$ cat src/rtl/tpg_clocked_video_gen.sv
// Clocked-video test-pattern generator (bars / grey ramp / checker / flat grey); define TPG_BORDER_EN for a red border.
// Latency: every output is registered, one cycle behind the h/v counters.
// Backpressure: none; free-running stream, pattern select is applied only at the frame wrap.
module tpg_clocked_video_gen #(
    parameter int H_ACTIVE = 1280,
    parameter int H_FP     = 110,
    parameter int H_SYNC   = 40,
    parameter int H_BP     = 220,
    parameter int V_ACTIVE = 720,
    parameter int V_FP     = 5,
    parameter int V_SYNC   = 5,
    parameter int V_BP     = 20,
    parameter bit SYNC_POL = 1'b1,
    parameter int CHK_LOG2 = 5
) (
    input  logic        vid_clk,
    input  logic        reset_reset_n,
    input  logic [1:0]  pattern_sel,
    output logic [23:0] vid_data,
    output logic        vid_datavalid,
    output logic        vid_h_sync,
    output logic        vid_v_sync,
    output logic        vid_f,
    output logic        vid_locked
);
    localparam int H_TOTAL = H_ACTIVE + H_FP + H_SYNC + H_BP;
    localparam int V_TOTAL = V_ACTIVE + V_FP + V_SYNC + V_BP;
    localparam int HW      = $clog2(H_TOTAL);
    localparam int VW      = $clog2(V_TOTAL);
    localparam int BAR_W   = H_ACTIVE / 8;
    localparam int BW      = (BAR_W > 1) ? $clog2(BAR_W) : 1;

    logic [HW-1:0] h_cnt_q, h_cnt_d;
    logic [VW-1:0] v_cnt_q, v_cnt_d;
    logic [BW-1:0] bar_cnt_q, bar_cnt_d;
    logic [2:0]    bar_idx_q, bar_idx_d;
    logic [1:0]    sync1_q, sync2_q, pat_q, pat_d;
    logic [23:0]   data_q, data_d;
    logic          dv_q, dv_d, hs_q, hs_d, vs_q, vs_d, locked_q, locked_d;
    logic          h_last, frame_wrap, active;
    logic [23:0]   bar_rgb, pix;
    logic [7:0]    ramp;

    always_comb begin
        h_last     = (int'(h_cnt_q) == H_TOTAL - 1);
        frame_wrap = h_last && (int'(v_cnt_q) == V_TOTAL - 1);
        active     = (int'(h_cnt_q) < H_ACTIVE) && (int'(v_cnt_q) < V_ACTIVE);

        h_cnt_d = h_last ? '0 : h_cnt_q + 1'b1;
        v_cnt_d = v_cnt_q;
        if (h_last) begin
            v_cnt_d = frame_wrap ? '0 : v_cnt_q + 1'b1;
        end

        // Bar position tracks h_cnt incrementally so no divider is needed.
        bar_cnt_d = '0;
        bar_idx_d = '0;
        if (int'(h_cnt_q) < H_ACTIVE) begin
            if (int'(bar_cnt_q) == BAR_W - 1) begin
                bar_idx_d = bar_idx_q + 1'b1;
            end else begin
                bar_cnt_d = bar_cnt_q + 1'b1;
                bar_idx_d = bar_idx_q;
            end
        end

        case (bar_idx_q)
            3'd0:    bar_rgb = 24'hFFFFFF;
            3'd1:    bar_rgb = 24'hFFFF00;
            3'd2:    bar_rgb = 24'h00FFFF;
            3'd3:    bar_rgb = 24'h00FF00;
            3'd4:    bar_rgb = 24'hFF00FF;
            3'd5:    bar_rgb = 24'hFF0000;
            3'd6:    bar_rgb = 24'h0000FF;
            default: bar_rgb = 24'h000000;
        endcase

        ramp = 8'(h_cnt_q);
        case (pat_q)
            2'd0:    pix = bar_rgb;
            2'd1:    pix = {ramp, ramp, ramp};
            2'd2:    pix = (h_cnt_q[CHK_LOG2] ^ v_cnt_q[CHK_LOG2]) ? 24'hFFFFFF : 24'h000000;
            default: pix = 24'h808080;
        endcase
`ifdef TPG_BORDER_EN
        if ((int'(h_cnt_q) == 0) || (int'(h_cnt_q) == H_ACTIVE - 1) ||
            (int'(v_cnt_q) == 0) || (int'(v_cnt_q) == V_ACTIVE - 1)) begin
            pix = 24'hFF0000;
        end
`else
`endif

        data_d   = active ? pix : 24'h000000;
        dv_d     = active;
        hs_d     = ((int'(h_cnt_q) >= H_ACTIVE + H_FP) &&
                    (int'(h_cnt_q) <  H_ACTIVE + H_FP + H_SYNC)) ? SYNC_POL : ~SYNC_POL;
        vs_d     = ((int'(v_cnt_q) >= V_ACTIVE + V_FP) &&
                    (int'(v_cnt_q) <  V_ACTIVE + V_FP + V_SYNC)) ? SYNC_POL : ~SYNC_POL;
        pat_d    = frame_wrap ? sync2_q : pat_q;
        locked_d = locked_q | frame_wrap;
    end

    always_ff @(posedge vid_clk or negedge reset_reset_n) begin
        if (!reset_reset_n) begin
            h_cnt_q   <= '0;
            v_cnt_q   <= '0;
            bar_cnt_q <= '0;
            bar_idx_q <= '0;
            sync1_q   <= '0;
            sync2_q   <= '0;
            pat_q     <= '0;
            data_q    <= '0;
            dv_q      <= 1'b0;
            hs_q      <= ~SYNC_POL;
            vs_q      <= ~SYNC_POL;
            locked_q  <= 1'b0;
        end else begin
            h_cnt_q   <= h_cnt_d;
            v_cnt_q   <= v_cnt_d;
            bar_cnt_q <= bar_cnt_d;
            bar_idx_q <= bar_idx_d;
            sync1_q   <= pattern_sel;
            sync2_q   <= sync1_q;
            pat_q     <= pat_d;
            data_q    <= data_d;
            dv_q      <= dv_d;
            hs_q      <= hs_d;
            vs_q      <= vs_d;
            locked_q  <= locked_d;
        end
    end

    assign vid_data      = data_q;
    assign vid_datavalid = dv_q;
    assign vid_h_sync    = hs_q;
    assign vid_v_sync    = vs_q;
    assign vid_f         = 1'b0;
    assign vid_locked    = locked_q;
endmodule

$ cat config.mk
export PLATFORM = sky130hd
export DESIGN_NAME = tpg_clocked_video_gen
export DESIGN_NICKNAME = d
export VERILOG_FILES = /design/src/rtl/tpg_clocked_video_gen.sv
export SDC_FILE = /design/constraint.sdc
export NUM_CORES = 1
export LEC_CHECK = 0
export CAP_MARGIN = 10
export CELL_PAD_IN_SITES_DETAIL_PLACEMENT = 2
export CELL_PAD_IN_SITES_GLOBAL_PLACEMENT = 2
export CORE_MARGIN = 5
export CORE_UTILIZATION = 39
export CTS_CLUSTER_SIZE = 14
export DETAILED_ROUTE_END_ITERATION = 8
export PLACE_DENSITY_LB_ADDON = 0.1
export SLEW_MARGIN = 5
export SYNTH_ARGS = -nofsm -noshare
export SYNTH_HDL_FRONTEND = slang
export SYNTH_SLANG_ARGS = --single-unit
export TNS_END_PERCENT = 50
$ cat constraint.sdc
create_clock -name vid_clk -period 5.7 [get_ports vid_clk]
set_input_delay 1.425 -clock vid_clk [delete_from_list [all_inputs] [get_ports vid_clk]]
set_output_delay 1.425 -clock vid_clk [all_outputs]
set_load 0.01 [all_outputs]
==> metrics.yaml <==
outcome: "finished clean"
regArea_sq_um: 1650
drive_gt1_frac: 0.0649
postCtsSetupRepairBufs: 0
core-area_sq_um: 7250
yosysWarnings: 0
cp_max_fo: 1
fmax_mhz: 374
num-fill-cells: 781
area_delta_synth_final_pct: 18.9
ys_ff_latch: 66
routed_via_density: 5.24
synth_cells: 275
reg2reg_to: "pat_q[0]"
max_stage_delay_ns: 0.55
r2r_cells: 6
wl_per_cell_microns: 18.2
hold_slack_ns: 0.355
grtUsageTotal: 0.179
setup_viol: 0
drtPass1Iterations: 4
yosys-top-cells-area: "dfrtp_1 (57%), a21oi_1 (5.8%), ha_1 (4.7%), xnor2_1 (4.2%), nor2_1 (3.4%)"
num-nets-final: 320
netlist.area_leader.share: 0.567
ir_drop_mv: 0.109
ys_types: 46
wirelength_microns: 7420
htreeDepth: 3
cts_tree: "done"
postCtsResizedCells: 0
hold_path.class: "register to register"
synth.net_count: 290
powerDensity_nw_per_um2: 244
yosysTopAreaCell: "dfrtp_1"
design_power_total_mw: 0.845
rows: 31
clockRootBuffer: "clkbuf_8"
r2r-start: "h_cnt_q[1]"
synth.cell_area_sq_um: 2910
cts_made_buffers: 9
multi_input_area_sq_um: 1150
cp_cell_sequence: "clkdlybuf4s50_1"
crit_path_end_kind: "output port"
finClkSkew_ns: 0.0124
cts_buffer_depth: 2
arrival_ns: 1.25
clock-sinks: 66
min-delay-start: "sync1_q[0]"
ios: 33
finalCriticalPeriod_ns: 2.67
rsz0062_at_grt: "false"
r2r_setup_slack_ns: 3.39
die_h_microns: 96.4
avgSynthCellArea_sq_um: 10.6
critPathLaunchType: "register"
detail-route-antenna-nets: 0
worstSetupPathType: "register to output port"
crit_family: "buffers and inverters"
hpwl_microns: 5300
ys_seq_area_frac: 0.567
min_to: "sync2_q[0]"
dieArea_sq_um: 9290
grt_pass1_vias: 2331
worstMarginPinSlew_ns: 0.701
num_vias: 2131
maxSlewViolCount: 0
clk_latency_ns: 0.35
port_buffers: 31
initial_core_util: 0.401
drc: 0
drt_iter0_markers: 70
worstPathRequired_ns: 4.28
gr-total-overflow: 0
crit_buf_inv: 1
max_slew_margin: 0.532
grt_max_degree: 50
antenna_found_initial: 0
diodes: 0
setup-tns-final_ns: 0
gp_congestion: 0.711
maxCapViolations: 0
holdBufCountCts: 0
grt_first_pass_wirelength_microns: 12400
hold_viol: 0
die_w_microns: 96.4
leakage_nw: 1.41
postLayoutCoreUtil: 0.477
clk_pin_slew_ns: 0.08
crit_slowest_cell: "clkdlybuf4s50_1"
hold_depth: 0
min_period_over_period: 0.469
-- synth_stat cells, drive strengths merged --
library cell,count
o21bai,1
nand2b,2
nand3b,1
dfrtp,66
or4,2
or3,2
clkbuf,8
a211o,1
nor4b,1
nor2,27
ha,11
nor4bb,1
conb,1
o31ai,2
o211a,1
and4b,1
nor3b,1
a21o,1
a31oi,3
o21a,3
o21ai,10
mux2i,1
nor2b,1
or2,2
xnor2,14
a21oi,34
and4,2
mux2,2
or4b,1
and2,1
a211oi,1
nor3,6
inv,11
nand4,4
xor2,5
nand4b,1
nand2,12
buf,5
nor4,3
and3,5
nand3,17
and3b,1
-- kinds of logic (layout without fill, tap and decap cells) --
group	after synthesis	in the layout	share of synthesized area
compound gates	57	57	0.109
xor+xnor	19	19	0.0572
fa+ha+maj	11	11	0.0473
buf+inv	24	57	0.0361
flops	66	66	0.567
mux	3	3	0.0112
other cells	1	1	0.00129
simple gates	94	94	0.171
-- registers in the layout (all words and copies together), names as in the netlist --
register / cells
vid_data: 24
h_cnt_q: 11
v_cnt_q: 10
bar_cnt_q: 8
bar_idx_q: 3
pat_q: 2
sync1_q: 2
sync2_q: 2
vid_datavalid: 1
vid_h_sync: 1
vid_locked: 1
vid_v_sync: 1
-- metal layers --
layer	vias up	track usage	wire, microns
met3	9	0.0442	312
met4	0	0.0643	100
met2	39	0.294	3650
met5	-	0	0
li1	1004	-	-
met1	1079	0.230	3350
-- cells in the final DEF, fill, tap and decap left out, drive strengths merged, types with 3 or more instances in the layout --
cell / instances
clkdlybuf4s50: 30
nand4: 4
nor2: 27
inv: 11
clkbuf: 12
nand2: 12
a21oi: 34
nor4: 3
nor3: 6
o21ai: 10
a31oi: 3
and3: 5
xnor2: 14
xor2: 5
ha: 11
o21a: 3
dfrtp: 66
nand3: 17
-- through the flow --
stage | instance area (sq um) | worst slack, ns | instances
2_1_floorplan | 2910 | 3.71 | 275
3_3_place_gp | 3280 | 3.31 | 393
3_5_place_dp | 3280 | 3.30 | 393
4_1_cts | 3460 | 3.00 | 407
5_1_grt | 3460 | 2.97 | 407
6_report | 3460 | 3.03 | 407
-- how the worst max path moves through the flow --
stage	depth (start not counted)	startpoint	to
2_1_floorplan	6	h_cnt_q[1]	v_cnt_q[5]
3_3_place_gp	2	reset_reset_n	vid_data[11]
3_5_place_dp	2	reset_reset_n	vid_data[23]
4_1_cts	1	vid_locked	vid_locked
5_1_grt	1	vid_locked	vid_locked
6_report	1	vid_data[14]	vid_data[14]
-- layout make-up --
cell class,instances,share of cell area
clock inverters,2,0.00361
inverters,11,0.0119
well taps,99,0.0358
flip-flops and latches,66,0.477
clock buffers,12,0.0477
multi-input cells,185,0.334
repair buffers,32,0.0904
-- power breakdown --
group / switching [mW] / leakage, nW / internal [mW]
clock: 0.175 / 0.0903 / 0.188
sequential: 0.000640 / 0.753 / 0.470
combinational: 0.00928 / 0.564 / 0.00186
total: 0.185 / 1.41 / 0.659
No activity file was read; power rests on OpenSTA's default activity.
